--- config.mk ---
export PLATFORM = sky130hd
export DESIGN_NAME = keymgr_sideload_streamer_flat
export DESIGN_NICKNAME = d
export VERILOG_FILES = /design/src/rtl/keymgr_pkg.sv /design/src/rtl/keymgr_sideload_streamer_if.sv /design/src/rtl/keymgr_word_cnt.sv /design/src/rtl/keymgr_sideload_streamer.sv /design/src/flat_wrapper.sv
export SDC_FILE = /design/constraint.sdc
export NUM_CORES = 1
export LEC_CHECK = 0
export BUFFER_PORTS_ARGS = -buffer_cell sky130_fd_sc_hd__buf_2
export CORE_AREA = 2 2 419 421
export CTS_CLUSTER_SIZE = 14
export DETAILED_ROUTE_END_ITERATION = 7
export DIE_AREA = 0 0 421 423
export PLACE_DENSITY = 0.34
export SYNTH_ARGS = -nofsm -noshare
export SYNTH_HDL_FRONTEND = slang
export SYNTH_HIERARCHICAL = 1
export SYNTH_SLANG_ARGS = --single-unit
--- constraint.sdc ---
create_clock -name clk_i -period 2.4 [get_ports clk_i]
set_clock_uncertainty 0.05 [all_clocks]
set_input_delay 0.24 -clock clk_i [delete_from_list [all_inputs] [get_ports clk_i]]
set_output_delay 0.24 -clock clk_i [all_outputs]
set_load 0.02 [all_outputs]
--- src/rtl/keymgr_pkg.sv ---
// keymgr_pkg: shared definitions for the key sideload streamer.
//   - default share count / key width / word width
//   - FSM state encoding
//   - counter width helper (clog2 with a floor of 1 bit)
package keymgr_pkg;

    localparam int DefaultNumSharesKey = 2;
    localparam int DefaultKeyWidth     = 256;
    localparam int DefaultWordWidth    = 32;

    typedef enum logic [1:0] {
        StIdle   = 2'd0,
        StStream = 2'd1,
        StHold   = 2'd2,
        StWipe   = 2'd3
    } state_e;

    // Width of a counter that indexes n items; never narrower than 1 bit.
    function automatic int cnt_width(input int n);
        return (n < 2) ? 1 : $clog2(n);
    endfunction

endpackage

--- src/rtl/keymgr_sideload_streamer_if.sv ---
// keymgr_sideload_streamer_if: word stream from the streamer to its consumer.
//   word_o        streamed key word
//   word_share_o  share index of word_o
//   word_idx_o    word index within the share
//   word_valid_o  word_o valid
//   word_ready_i  consumer accepts the word
// Signal names keep the streamer's point of view (master drives *_o).
interface keymgr_sideload_streamer_if #(
    parameter int WordWidth = 32,
    parameter int ShareW    = 1,
    parameter int IdxW      = 3
);
    logic [WordWidth-1:0] word_o;
    logic [ShareW-1:0]    word_share_o;
    logic [IdxW-1:0]      word_idx_o;
    logic                 word_valid_o;
    logic                 word_ready_i;

    modport master (
        output word_o, word_share_o, word_idx_o, word_valid_o,
        input  word_ready_i
    );

    modport slave (
        input  word_o, word_share_o, word_idx_o, word_valid_o,
        output word_ready_i
    );
endinterface

--- src/rtl/keymgr_word_cnt.sv ---
// keymgr_word_cnt: share/word position counter for the key stream.
//   clk_i, rst_i  clock, synchronous active-high reset
//   clr_i         return to (share 0, word 0)
//   inc_i         advance one word; wraps word index into the next share
//   share_o       current share index
//   idx_o         current word index within the share
//   last_o        position is the final word of the final share
module keymgr_word_cnt
    import keymgr_pkg::*;
#(
    parameter  int NumShares = 2,
    parameter  int NumRegs   = 8,
    localparam int ShareW    = cnt_width(NumShares),
    localparam int IdxW      = cnt_width(NumRegs)
) (
    input  logic              clk_i,
    input  logic              rst_i,
    input  logic              clr_i,
    input  logic              inc_i,
    output logic [ShareW-1:0] share_o,
    output logic [IdxW-1:0]   idx_o,
    output logic              last_o
);

    logic [ShareW-1:0] share_q, share_d;
    logic [IdxW-1:0]   idx_q, idx_d;
    logic              idx_wrap;

    assign idx_wrap = (idx_q == IdxW'(NumRegs - 1));
    assign last_o   = idx_wrap && (share_q == ShareW'(NumShares - 1));
    assign share_o  = share_q;
    assign idx_o    = idx_q;

    always_comb begin
        share_d = share_q;
        idx_d   = idx_q;
        if (clr_i) begin
            share_d = '0;
            idx_d   = '0;
        end else if (inc_i) begin
            if (idx_wrap) begin
                idx_d   = '0;
                // Wrap fully after the last word so the counter never
                // holds an out-of-range share index.
                share_d = last_o ? '0 : share_q + 1'b1;
            end else begin
                idx_d = idx_q + 1'b1;
            end
        end
    end

    always_ff @(posedge clk_i) begin
        if (rst_i) begin
            share_q <= '0;
            idx_q   <= '0;
        end else begin
            share_q <= share_d;
            idx_q   <= idx_d;
        end
    end

endmodule

--- src/rtl/keymgr_sideload_streamer.sv ---
// keymgr_sideload_streamer: captures a multi-share key on the rising edge of
// key_valid_i, streams it word by word over a valid/ready interface, then
// presents it as a parallel sideload view until the request drops or a clear
// arrives, after which the key is wiped.
//   clk_i, rst_i      clock, synchronous active-high reset
//   key_valid_i       key request (level); rising edge captures key_i
//   key_i             key shares
//   clear_i           wipe request, overrides everything
//   word_if           word stream (master side)
//   key_sideload_o    parallel register view, valid in HOLD only
//   sideload_valid_o  key_sideload_o valid
//   busy_o            FSM not idle
module keymgr_sideload_streamer
    import keymgr_pkg::*;
#(
    parameter  int NumSharesKey = DefaultNumSharesKey,
    parameter  int KeyWidth     = DefaultKeyWidth,
    parameter  int WordWidth    = DefaultWordWidth,
    localparam int NumRegsKey   = KeyWidth / WordWidth,
    localparam int ShareW       = cnt_width(NumSharesKey),
    localparam int IdxW         = cnt_width(NumRegsKey)
) (
    input  logic                                    clk_i,
    input  logic                                    rst_i,
    input  logic                                    key_valid_i,
    input  logic [NumSharesKey-1:0][KeyWidth-1:0]   key_i,
    input  logic                                    clear_i,
    keymgr_sideload_streamer_if.master              word_if,
    output logic [NumRegsKey-1:0][WordWidth-1:0]    key_sideload_o [NumSharesKey-1:0],
    output logic                                    sideload_valid_o,
    output logic                                    busy_o
);

    if ((KeyWidth % WordWidth) != 0 || NumSharesKey < 1) begin : g_param_err
        $error("keymgr_sideload_streamer: KeyWidth must be a multiple of WordWidth and NumSharesKey >= 1");
    end

    state_e                                 state_q, state_d;
    logic [NumSharesKey-1:0][KeyWidth-1:0]  key_q, key_d;
    logic                                   key_valid_q;
    logic                                   capture;
    logic                                   stream_act;
    logic                                   hold_act;
    logic                                   handshake;
    logic                                   cnt_clr, cnt_inc, cnt_last;
    logic [ShareW-1:0]                      cnt_share;
    logic [IdxW-1:0]                        cnt_idx;

    keymgr_word_cnt #(
        .NumShares (NumSharesKey),
        .NumRegs   (NumRegsKey)
    ) u_word_cnt (
        .clk_i   (clk_i),
        .rst_i   (rst_i),
        .clr_i   (cnt_clr),
        .inc_i   (cnt_inc),
        .share_o (cnt_share),
        .idx_o   (cnt_idx),
        .last_o  (cnt_last)
    );

    assign capture    = key_valid_i & ~key_valid_q;
    // Outputs are gated by rst_i so they read zero throughout reset.
    assign stream_act = (state_q == StStream) & ~rst_i;
    assign hold_act   = (state_q == StHold) & ~rst_i;
    assign handshake  = stream_act & word_if.word_ready_i;

    always_comb begin
        state_d = state_q;
        key_d   = key_q;
        cnt_clr = 1'b0;
        cnt_inc = 1'b0;
        unique case (state_q)
            StIdle: begin
                if (capture) begin
                    key_d   = key_i;
                    cnt_clr = 1'b1;
                    state_d = StStream;
                end
            end
            StStream: begin
                if (!key_valid_i) begin
                    state_d = StWipe;
                end else if (handshake) begin
                    cnt_inc = 1'b1;
                    if (cnt_last) state_d = StHold;
                end
            end
            StHold: begin
                if (!key_valid_i) state_d = StWipe;
            end
            StWipe: begin
                key_d   = '0;
                cnt_clr = 1'b1;
                state_d = StIdle;
            end
            default: state_d = StIdle;
        endcase
        // Clear beats a same-cycle capture and discards the key right away.
        if (clear_i) begin
            state_d = StWipe;
            key_d   = '0;
            cnt_clr = 1'b1;
            cnt_inc = 1'b0;
        end
    end

    always_ff @(posedge clk_i) begin
        if (rst_i) begin
            state_q     <= StIdle;
            key_q       <= '0;
            key_valid_q <= 1'b0;
        end else begin
            state_q     <= state_d;
            key_q       <= key_d;
            key_valid_q <= key_valid_i;
        end
    end

    always_comb begin
        word_if.word_valid_o = 1'b0;
        word_if.word_o       = '0;
        word_if.word_share_o = '0;
        word_if.word_idx_o   = '0;
        if (stream_act) begin
            word_if.word_valid_o = 1'b1;
            word_if.word_o       = key_q[cnt_share][cnt_idx*WordWidth +: WordWidth];
            word_if.word_share_o = cnt_share;
            word_if.word_idx_o   = cnt_idx;
        end
    end

    always_comb begin
        for (int s = 0; s < NumSharesKey; s++) begin
            for (int i = 0; i < NumRegsKey; i++) begin
                key_sideload_o[s][i] = hold_act ? key_q[s][i*WordWidth +: WordWidth] : '0;
            end
        end
    end

    assign sideload_valid_o = hold_act;
    assign busy_o           = ~rst_i & (state_q != StIdle);

endmodule

--- src/flat_wrapper.sv ---
// flat-port wrapper written by rule: the top's interface ports become plain ports
module keymgr_sideload_streamer_flat import keymgr_pkg::*;
#(
    parameter  int NumSharesKey = DefaultNumSharesKey,
    parameter  int KeyWidth     = DefaultKeyWidth,
    parameter  int WordWidth    = DefaultWordWidth,
    localparam int NumRegsKey   = KeyWidth / WordWidth,
    localparam int ShareW       = cnt_width(NumSharesKey),
    localparam int IdxW         = cnt_width(NumRegsKey)
)
  (clk_i, rst_i, key_valid_i, key_i, clear_i, key_sideload_o, sideload_valid_o, busy_o, word_if_word_o, word_if_word_share_o, word_if_word_idx_o, word_if_word_valid_o, word_if_word_ready_i);
  keymgr_sideload_streamer_if #(.WordWidth(WordWidth), .ShareW(1), .IdxW(3)) word_if_i ();
  input  logic clk_i;
  input  logic rst_i;
  input  logic key_valid_i;
  input  logic [NumSharesKey-1:0][KeyWidth-1:0] key_i;
  input  logic clear_i;
  output logic [NumRegsKey-1:0][WordWidth-1:0] key_sideload_o[NumSharesKey-1:0];
  output logic sideload_valid_o;
  output logic busy_o;
  output wire logic [$bits(word_if_i.word_o)-1:0] word_if_word_o;
  output wire logic [$bits(word_if_i.word_share_o)-1:0] word_if_word_share_o;
  output wire logic [$bits(word_if_i.word_idx_o)-1:0] word_if_word_idx_o;
  output wire logic [$bits(word_if_i.word_valid_o)-1:0] word_if_word_valid_o;
  input wire logic [$bits(word_if_i.word_ready_i)-1:0] word_if_word_ready_i;
  assign word_if_word_o = word_if_i.word_o;
  assign word_if_word_share_o = word_if_i.word_share_o;
  assign word_if_word_idx_o = word_if_i.word_idx_o;
  assign word_if_word_valid_o = word_if_i.word_valid_o;
  assign word_if_i.word_ready_i = word_if_word_ready_i;
  keymgr_sideload_streamer #(.NumSharesKey(NumSharesKey), .KeyWidth(KeyWidth), .WordWidth(WordWidth)) u_core (.clk_i(clk_i), .rst_i(rst_i), .key_valid_i(key_valid_i), .key_i(key_i), .clear_i(clear_i), .word_if(word_if_i), .key_sideload_o(key_sideload_o), .sideload_valid_o(sideload_valid_o), .busy_o(busy_o));
endmodule
After elaboration in Yosys (flattened, before gate mapping)
Cells that the tools add are included.
Cells by class
  add/subtract/negate cells: 2
  magnitude comparators: 1
  eq/ne operators: 9
  shifts and indexed selects: 1
  mux-type cells: 40
  bitwise operators: 7
  reduce and logical (&&, ||, !) cells: 9
Operators by type and width (number)
  one-hot mux 512 bit (2 select lines): 1
  two-way mux 32 bit: 17
  two-way mux 256 bit: 2
  two-way mux 512 bit: 1
  variable part select 256 x 9 -> 32 bit: 1
  two-way mux 2 bit: 6
  two-way mux 1 bit: 9
  one-hot mux 2 bit (4 select lines): 1
  two-way mux 3 bit: 2
  AND 1 bit: 5
  == test 2 bit (second input constant): 2
  != test 4 x 3 -> 1 bit (second input constant): 1
  != test 4 bit (second input constant): 1
  AND reduction 2 bit: 2
  AND reduction 4 bit: 1
  nonzero test 2 bit: 2
  OR reduction 2 bit: 2
  adder 3 x 1 -> 3 bit (second input constant): 1
  == test 3 bit (second input constant): 1
  != test 3 x 2 -> 1 bit (second input constant): 1
  != test 3 bit (second input constant): 1
  == test 2 x 1 -> 1 bit (second input constant): 1
  logical NOT 2 bit: 1
  less-than comparator 1 x 2 -> 1 bit (second input constant): 1
  other kinds (5): 6
Word-level totals
  register bits: 519
  input bits: 517
  word-level logic and storage cells: 75

Depth between registers and ports, before layout
Gate-level depths: netlist of the first run.
  word-level depth: 8
  gate-level depth with buffers: 8
  depth with buffers taken out: 7

By module
Netlist of the first run, hierarchy kept.
By module, submodules not included
  keymgr_sideload_streamer: times used 1, cells an instance 2809, area an instance 24757.5 µm², sequential area each 10309.9 µm²
  keymgr_word_cnt: times used 1, cells an instance 18, area an instance 191.4 µm², sequential area each 80.1 µm²

Worst setup path after synthesis of the first run
No wires, ideal clock.
  kind: register to output
  from: register u_core.state_q[1]
  to: output word_if_word_o[10]
  arrival time: 1.958 ns
  setup slack: 0.152 ns
  cell stages (with the launch flop): 7
  cell sequence: dfxtp_1 -> inv_1 -> ha_1 -> nor2b_1 -> nand2b_1 -> clkbuf_1 -> o21ai_0
Between the ends
  word-level cells in the longest chain between the ends: 3
Ends and longest elaborated chain
  from (decl): RTL line keymgr_sideload_streamer.sv:38  | state_e state_q, state_d;
  from (signal assigned): RTL line keymgr_sideload_streamer.sv:110  | state_q <= StIdle;
  from (signal assigned): RTL line keymgr_sideload_streamer.sv:114  | state_q <= state_d;
  == test 2 x 1 -> 1 bit: RTL line keymgr_sideload_streamer.sv:64  | assign stream_act = (state_q == StStream) & ~rst_i;
  AND 1 bit: RTL line keymgr_sideload_streamer.sv:64
  two-way mux 32 bit: RTL line keymgr_sideload_streamer.sv:125  | if (stream_act) begin
  to (decl): RTL line flat_wrapper.sv:21  | output wire logic [$bits(word_if_i.word_o)-1:0] word_if_word_o;
No other way between the ends.

Final worst setup path of the first run
  from: register u_core.u_word_cnt.share_q (netlist: u_core/u_word_cnt/share_o)
  to: output word_if_word_o[5]
Between the ends
  word-level cells in the longest chain between the ends: 4
Ends and longest elaborated chain
  from (decl): RTL line keymgr_word_cnt.sv:25  | logic [ShareW-1:0] share_q, share_d;
  from (signal assigned): RTL line keymgr_word_cnt.sv:57  | share_q <= share_d;
  two-way mux 256 bit (not written as such) (2 in a row): RTL line keymgr_sideload_streamer.sv:127  | word_if.word_o = key_q[cnt_share][cnt_idx*WordWidth +: WordWidth];
  variable part select 256 x 9 -> 32 bit: RTL line keymgr_sideload_streamer.sv:127
  two-way mux 32 bit: RTL line keymgr_sideload_streamer.sv:125
No other way between the ends. The select of a mux whose other input is x is not followed.

==> results of run 1 <==
==> per-layer routing <==
layer  vias to the layer above  global-route usage [%]  routed length [microns]
met5                         -                       0                       11
met4                         2                    7.49                     7360
met2                       989                    38.4                   104000
met3                       238                    2.90                     7730
met1                     14700                    23.7                    76900
li1                      13600                       -                        -
==> timing repair <==
| item | CTS | global route |
|---|---|---|
| gates cloned | 29 | 25 |
| buffers inserted | 76 | 32 |
| endpoints found under the setup margin | 549 | 769 |
| hold buffers | 517 | 0 |
| resized for setup | 772 | 801 |
| hold endpoints to repair | 519 | 0 |
| pin swaps | 60 | 56 |
==> stage by stage <==
step	setup TNS (ps)	util [%]	total power [mW]	cell area, sq um	hold WS [ps]
CTS	-207250	26.8	27.3	46400	71.9
detailed placement	-11180	20.0	14.2	34700	430
global route	-193180	28.5	28.6	49500	171
global placement	-11100	20.0	14.2	34700	425
floorplan	0	-	11.7	24900	318
finish	-125010	28.6	27.5	49500	163
==> worst max-delay path by stage <==
stage / start / end
finish: u_core/u_word_cnt/share_o / word_if_word_o[5]
global route: u_core/u_word_cnt/share_o / word_if_word_o[5]
CTS: u_core/u_word_cnt/share_o / word_if_word_o[7]
detailed placement: u_core/u_word_cnt/share_o / word_if_word_o[0]
global placement: u_core/u_word_cnt/share_o / word_if_word_o[0]
floorplan: u_core/state_q[1] / word_if_word_o[10]
==> final cells by class <==
class,instances,area [sq um]
Inverter,5,18.8
Sequential cell,519,10400
Multi-Input combinational cell,2019,15500
Clock buffer,97,2090
Timing Repair Buffer,1979,18300
Antenna cell,10,25.0
Fill cell,18500,124000
Clock inverter,29,308
Tap cell,2325,2910
==> cells in the mapped netlist (all sizes together), types with 4 or more instances <==
cell type | n | area [sq um]
clkbuf | 145 | 544
and2 | 518 | 3240
o21ai | 35 | 175
dfxtp | 519 | 10400
inv | 4 | 15.0
a22oi | 617 | 4630
nor2b | 6 | 37.5
nand2 | 27 | 101
nor2 | 519 | 1950
buf | 140 | 733
mux4 | 26 | 586
mux2i | 213 | 2130
a21oi | 4 | 27.5
nand3 | 25 | 125
ha | 7 | 87.6
nand2b | 4 | 25.0
==> where the power goes <==
part / total, mW / switching (mW) / internal (mW) / leakage (nW)
Combinational: 6.86 / 3.70 / 3.16 / 14.4
Sequential: 9.36 / 0.430 / 8.93 / 4.20
Clock: 11.3 / 4.65 / 6.65 / 1.18
Total: 27.5 / 8.78 / 18.7 / 19.8
==> worst reg2reg max path, stage by stage (launching register included) <==
cell,delay [ps]
dfxtp_2,330
inv_2,80
buf_4,130
ha_1,240
inv_1,140
nor3_4,400
buf_12,300
buf_12,440
a22oi_1,140
nor2_1,110
==> flip-flops by register name (all words and copies together) (netlist names) <==
register and count:
u_core/u_word_cnt/share_o 1, u_core/u_word_cnt/idx_o 3, u_core/key_q 512, u_core/key_valid_q 1
u_core/state_q 2
==> cell families (layout without fill, tap and decap cells) <==
kind of cell               count (synthesis)  after routing
adders and majority gates                  7              7
and+or+nand+nor                         1107           1108
DFF                                      519            519
buffers and inverters                    290           2110
muxes                                    239            239
other                                      0             10
AOI/OAI and AO/OA                        665            665
==> flow_summary.yaml, run 1 <==
run_status:
  outcome: "complete, but fails checks"
  violations: "negative setup slack"
worst_setup_path:
  cp-end-kind: "primary output"
  cpMaxStageDelayCell: "mux2i_2"
  cpLargestDelayFamily: "buffers and inverters"
  critPathLaunchType: "register"
  required_ps: 2110
  path_buf_inv: 5
  reg2reg_depth: 9
  arrival_ps: 2730
  cp_cell_sequence: "buf_12 > buf_12 > mux2i_2 > buf_4 > a22oi_2 > nand3_1 > o21ai_4 > buf_6 > buf_12"
  worstSetupPathType: "reg -> out"
  worst_r2r_endpoint: "u_core/key_q[114]"
  r2r_setup_slack_ps: -20
  critical-path-max-stage-delay_ps: 420
  worst-path-max-fanout: 8
  worst-path-stages: 9
  crit_top_cell: "buf_12"
  r2r-start: "u_core/state_q[0]"
clock_tree:
  cts_made_buffers: 73
  cts_sinks: 519
  clk_pin_slew_ps: 60
  cts_tree: "built"
  cts.path.max_buffers: 3
  worstSkewPairLatency_ps: 690
  htreeDepth: 3
  root_buffer: "clkbuf_16"
timing:
  fin_crit_ps: 3020
  fmax_ghz: 0.331
  drv_slew: 0
  rsz0062_at_grt: "yes"
  setup_violations: 558
  max_slew_margin_pct: 62.8
  layout_setup_ws_ps: -623
  hold_viol: 0
  fin_crit_sh_pct: 126
  tightest_slew_ps: 558
placed_design:
  portBuffers: 1067
  post-place-ws_ps: -902
  placedCellCount: 6190
  place.gp.congestion: 0.838
  dp_hpwl_mm: 147
route:
  viasPerCell: 4.23
  vias: 29500
  drtAntennaViolNets: 0
  drt_first_pass_iters: 5
  post_drt_wl_per_cell_microns: 28.1
  drt_iter0_drc: 1925
  drc_errors: 0
  wirelength_mm: 196
synth:
  syn_nets: 3351
  synth-seq-area-share_pct: 41.6
  synthCells: 2827
  async_flop_share_pct: 0
  synthSimpleGateAreaFrac_pct: 22.2
  synth.distinct_cells: 34
  synth_compound_area_share_pct: 19.7
  avgSynthCellArea_sq_um: 8.83
  synth_fa_ha_area_share_pct: 0.351
  syn-cell-area_sq_um: 24900
  synth_ff_type: "dfxtp_1"
  ys_ff_latch: 519
  synth_top_family_by_area: "simple AND/OR/NAND/NOR gates"
  synth_mux_area_share_pct: 10.9
  synth_warnings: 6
  synth-xor-area-share_pct: 0
  synth_edf_count: 0
global_route:
  grt_max_degree: 98
  grt_util_all_layers_pct: 20.6
  antenna_found_initial: 19
  grt_pass1_wl_mm: 257
  grt_overflow: 0
  first_global_vias: 29800
layout:
  area_growth_pct: 98.3
  final_layout_size_suffix_gt1_share_pct: 45.7
  nets: 5121
  layout_common_cells: "buf_2 (698), a22oi_1 (555), nor2_1 (518), dlygate4sd3_1 (517), dfxtp_1 (514)"
  final_common_cell: "buf_2"
  final_cells: 6983
floorplanning:
  num_io_pins: 1068
  die_area_sq_um: 178000
  initial_utilization_pct: 14.4
  die_w_microns: 421
  core_area_sq_um: 173000
  placementRows: 153
  die_h_microns: 423
min_path:
  hold_depth: 4
  hold-path-endpoint: "u_core/state_q[0]"
  hold_start: "rst_i"
  hp-class: "in -> reg"
power_and_ir_drop:
  ir_drop_mv: 0.509
  power_leakage_nw: 19.8
  p_per_area_nw_per_um2: 556
job:
  maxCapViolCount: 0
Power figures use the tool's default switching activity.
==> inputs of run 2 (changes only) <==
==> constraint.sdc (replaced) <==
create_clock -name clk_i -period 3 [get_ports clk_i]
set_clock_uncertainty 0.05 [all_clocks]
set_input_delay 0.3 -clock clk_i [delete_from_list [all_inputs] [get_ports clk_i]]
set_output_delay 0.3 -clock clk_i [all_outputs]
set_load 0.02 [all_outputs]
==> flow_summary.yaml, run 2 (same netlist as run 1, synthesis figures left out) <==
min_path:
  hold_start: "word_if_word_ready_i"
  hold_depth: 5
  hp-class: "in -> reg"
global_route:
  grt_util_all_layers_pct: 21.2
  grt_max_degree: 106
  first_global_vias: 29200
  grt_overflow: 0
  antenna_found_initial: 25
  grt_pass1_wl_mm: 260
route:
  vias: 28400
  post_drt_wl_per_cell_microns: 29.0
  viasPerCell: 4.20
  drt_iter0_drc: 1850
  wirelength_mm: 196
  drtAntennaViolNets: 0
  drt_first_pass_iters: 6
  drc_errors: 0
power_and_ir_drop:
  ir_drop_mv: 0.319
  switching_power_mw: 6.66
  sequentialPowerShare_pct: 36.8
  power.internal_mw: 13.9
  p_comb_share_pct: 20.8
  power_leakage_nw: 17.7
  clockPowerShare_pct: 42.4
  netSwitchingFraction_pct: 32.4
  p_per_area_nw_per_um2: 470
floorplanning:
  num_io_pins: 1068
  placementRows: 153
  initial_utilization_pct: 14.4
  die_area_sq_um: 178000
  die_w_microns: 421
  die_h_microns: 423
  core_area_sq_um: 173000
worst_setup_path:
  r2r-start: "u_core/u_word_cnt/idx_o[1]"
  cp_cell_sequence: "buf_16 > mux2i_2 > a22oi_1 > nand3_1 > o21ai_2 > buf_2"
  critPathLaunchType: "register"
  required_ps: 2650
  reg2reg_depth: 11
  cp-end-kind: "primary output"
  worst-path-max-fanout: 21
  cpMaxStageDelayCell: "mux2i_2"
  worstSetupPathType: "reg -> out"
  arrival_ps: 2680
  crit_path_start: "u_core/u_word_cnt/share_o"
  critical-path-max-stage-delay_ps: 690
timing:
  layout_setup_ws_ps: -29.2
  hold_viol: 0
  rsz0062_at_grt: "yes"
  timing.setup.tns_ps: -36.8
  whs_ps: 141
  setup_violations: 2
  fin_crit_ps: 3030
  fmax_ghz: 0.330
  drv_slew: 0
  tightest_slew_ps: 966
  fin_crit_sh_pct: 101
  max_slew_margin_pct: 35.6
clock_tree:
  cts.path.max_buffers: 3
  clk_pin_slew_ps: 70
  cts_sinks: 519
  root_buffer: "clkbuf_16"
  cts_tree: "built"
  htreeDepth: 3
  cts_made_buffers: 70
  worstSkewPairLatency_ps: 670
layout:
  final_cells: 6766
  final_layout_size_suffix_gt1_share_pct: 36.7
  area_growth_pct: 75.0
  nets: 4906
  layout_common_cells: "buf_2 (1039), a22oi_1 (554), nor2_1 (518), dlygate4sd3_1 (517), dfxtp_1 (516)"
  top_register: "u_core/key_q"
  largest_reg_flops: 512
  final_area_sq_um: 43700
  final_common_cell: "buf_2"
placed_design:
  dpl_cell_area_sq_um: 33400
  portBuffers: 1067
  place.gp.congestion: 0.863
  post-place-ws_ps: -387
  dp_hpwl_mm: 152
  placedCellCount: 6061
run_status:
  violations: "negative setup slack"
  outcome: "complete, but fails checks"
job:
  maxCapViolCount: 0
[run 2: cell types whose count changed in the layout (fill, tap and decap cells not counted), sizes merged]
cell      previous run  this run
buf               1439      1243
and2               519       518
bufinv               5         1
bufbuf               1         6
clkbuf             119       109
inv                  9         7
diode               10         7
clkinv              16         9
clkinvlp             4         5
[run 2: worst max-delay path, delay by kind of cell, from the launching register on]
kind / cells / cell delay, ps
DFF: 1 / 430
buffers and inverters: 2 / 410
AOI/OAI and AO/OA: 2 / 280
muxes: 1 / 690
and+or+nand+nor: 1 / 140
[run 2: repair_timing]
| action | in CTS | in global routing |
|---|---|---|
| endpoints found under the hold margin | 515 | 0 |
| pin swaps | 63 | 30 |
| endpoints found under the setup margin | 434 | 52 |
| cloned | 18 | 2 |
| gates resized for setup | 424 | 32 |
| hold buffers | 517 | 0 |
| setup buffers | 35 | 6 |
[run 2: metrics by stage]
stage / total power [mW] / util (%)
final: 20.5 / 25.2
after global routing: 21.4 / 25.2
after CTS: 20.9 / 25.1
after detailed placement: 11.1 / 19.3
after global placement: 11.2 / 19.3
after floorplan: 9.34 / -
[run 2: final cells by class]
type                       instances  area, sq um
multi-input combinational       2018        14700
inverter                           5         18.8
clock inverter                    17          164
sequential                       519        10400
timing repair buffer            1768        13300
clock buffer                     107         2140
fill                           19000       130000
antenna                            7         17.5
tap                             2325         2910
[run 2: layer usage]
| metal | global-route usage (%) | part of all wire (%) |
|---|---|---|
| met3 | 2.97 | 3.9 |
| met2 | 40.0 | 53 |
| met5 | 0 | 0.019 |
| met4 | 6.61 | 3.3 |
| met1 | 24.2 | 39 |
[run 2: power groups by stage]
stage | Combinational [mW] | Sequential, mW | Clock [mW]
after global placement | 3.45 | 7.71 | 0
after global routing | 4.58 | 7.57 | 9.24
after detailed placement | 3.43 | 7.69 | 0
after floorplan | 1.92 | 7.41 | 0
final | 4.27 | 7.55 | 8.71
after CTS | 4.29 | 7.56 | 9.02
[run 2: worst paths after layout]
check                                           to  slack [ps]
worst max-delay path            word_if_word_o[30]         -30
worst min-delay path             u_core/state_q[0]         140
worst max register to register   u_core/state_q[1]         190
worst min register to register   u_core/key_q[426]         480
==> inputs of run 3 (changes only) <==
--- a/config.mk
+++ b/config.mk
@@ -7,10 +7,10 @@
 export LEC_CHECK = 0
 export BUFFER_PORTS_ARGS = -buffer_cell sky130_fd_sc_hd__buf_2
 export CORE_AREA = 2 2 419 421
-export CTS_CLUSTER_SIZE = 14
 export DETAILED_ROUTE_END_ITERATION = 7
 export DIE_AREA = 0 0 421 423
 export PLACE_DENSITY = 0.34
+export SETUP_SLACK_MARGIN = 0.5
 export SYNTH_ARGS = -nofsm -noshare
 export SYNTH_HDL_FRONTEND = slang
 export SYNTH_HIERARCHICAL = 1
==> flow_summary.yaml, run 3 (same netlist as run 1, synthesis figures left out) <==
route:
  post_drt_wl_per_cell_microns: 29.8
  drc_errors: 0
  drtAntennaViolNets: 0
  viasPerCell: 4.27
  vias: 29300
  drt_first_pass_iters: 6
  drt_iter0_drc: 1923
  wirelength_mm: 204
worst_setup_path:
  worstSetupPathType: "reg -> out"
  critPathLaunchType: "register"
  arrival_ps: 2660
  critical-path-max-stage-delay_ps: 620
  cp-end-kind: "primary output"
  worst-path-max-fanout: 21
  cpMaxStageDelayCell: "mux4_2"
  cp_cell_sequence: "buf_16 > mux4_2 > a22oi_2 > o21ai_2 > buf_6"
  required_ps: 2650
layout:
  register_area_sq_um: 10400
  final_area_sq_um: 47800
  final_common_cell: "buf_2"
  final_cells: 6852
  fill_cells: 18600
  nets: 4990
  multi_input_area_sq_um: 15500
  final_layout_size_suffix_gt1_share_pct: 43.5
  layout_common_cells: "buf_2 (777), a22oi_1 (545), nor2_1 (518), dlygate4sd3_1 (516), dfxtp_1 (514)"
  top_register: "u_core/key_q"
  area_growth_pct: 91.5
  utilization_pct: 27.6
  largest_reg_flops: 512
global_route:
  grt_pass1_wl_mm: 265
  grt.met1_usage_pct: 24.7
  grt_overflow: 0
  antenna_found_initial: 26
  grt_max_degree: 106
  grt.met3_usage_pct: 3.12
  met2_usage_pct: 40.7
  grt_util_all_layers_pct: 21.6
  first_global_vias: 29500
  grt-busiest-layer: "met2"
timing:
  layout_setup_ws_ps: -6.46
  fin_crit_sh_pct: 100
  drv_slew: 0
  whs_ps: 112
  fin_crit_ps: 3010
  max_slew_margin_pct: 37.4
  rsz0062_at_grt: "yes"
  hold_viol: 0
  fmax_ghz: 0.333
  timing.setup.tns_ps: -6.46
  setup_violations: 1
  tightest_slew_ps: 939
clock_tree:
  cts_made_buffers: 70
  root_buffer: "clkbuf_16"
  cts_sinks: 519
  clk_pin_slew_ps: 70
  htreeDepth: 3
  worstSkewPairLatency_ps: 670
  cts_tree: "built"
  cts.path.max_buffers: 3
power_and_ir_drop:
  p_per_area_nw_per_um2: 448
  p_comb_share_pct: 23.8
  power.internal_mw: 14.4
  ir_drop_mv: 0.328
  switching_power_mw: 6.98
  netSwitchingFraction_pct: 32.6
  clockPowerShare_pct: 40.8
  sequentialPowerShare_pct: 35.4
  power_mw: 21.4
  power_leakage_nw: 18.9
run_status:
  outcome: "complete, but fails checks"
  violations: "negative setup slack"
floorplanning:
  core_area_sq_um: 173000
  die_w_microns: 421
  die_h_microns: 423
  placementRows: 153
  die_area_sq_um: 178000
  initial_utilization_pct: 14.4
  num_io_pins: 1068
placed_design:
  dp_hpwl_mm: 152
  post-place-ws_ps: -387
  place.gp.congestion: 0.863
  dpl_cell_area_sq_um: 33400
  portBuffers: 1067
  placedCellCount: 6061
min_path:
  hp-class: "in -> reg"
job:
  maxCapViolCount: 0
run 3: changes by cell type in the layout (fill, tap and decap cells not counted), sizes merged:
cell | previous run | this run
buf | 1243 | 1309
bufbuf | 6 | 5
clkbuf | 109 | 129
diode | 7 | 9
dlygate4sd3 | 517 | 516
run 3: per-layer routing:
| layer | share of wire [%] | vias to the layer above |
|---|---|---|
| met5 | 0.018 | - |
| met4 | 3.8 | 6 |
| met3 | 4.1 | 268 |
| met2 | 53 | 1063 |
| met1 | 39 | 14600 |
| li1 | - | 13300 |
run 3: cell type report:
class                   instances  area share (%)
clock inverters                17           0.343
multi-input cells            2018            32.5
diodes                          9          0.0471
repair buffers               1852            34.7
well taps                    2325            6.09
flip-flops and latches        519            21.8
clock buffers                 107            4.49
inverters                       5          0.0445
run 3: final timing paths:
path	depth (start not counted)	startpoint	to	slack [ps]
min reg2reg	2	u_core/key_q[426]	u_core/key_q[426]	490
max	5	u_core/u_word_cnt/share_o	word_if_word_o[6]	-6
min	3	rst_i	u_core/u_word_cnt/idx_o[2]	110
max reg2reg	8	u_core/state_q[0]	u_core/key_q[219]	460
run 3: repair_timing:
action | in CTS | in global routing
gates cloned | 35 | 29
hold buffers | 516 | 0
pin swaps | 73 | 42
hold endpoints to repair | 515 | 0
setup endpoints to repair | 550 | 635
resized for setup | 677 | 716
setup buffers | 58 | 20
run 3: critical path, delay by kind of cell (launching register included):
family / cells / cell delay [ps]
mux: 1 / 620
compound gates: 2 / 500
flops: 1 / 430
buf+inv: 2 / 390
run 3: power by group through the flow:
stage	logic [mW]	clock network (mW)	registers [mW]
global placement	3.45	0	7.71
global route	5.41	9.24	7.59
finish	5.09	8.72	7.57
detailed placement	3.43	0	7.69
CTS	4.67	9.02	7.57
floorplan	1.92	0	7.41
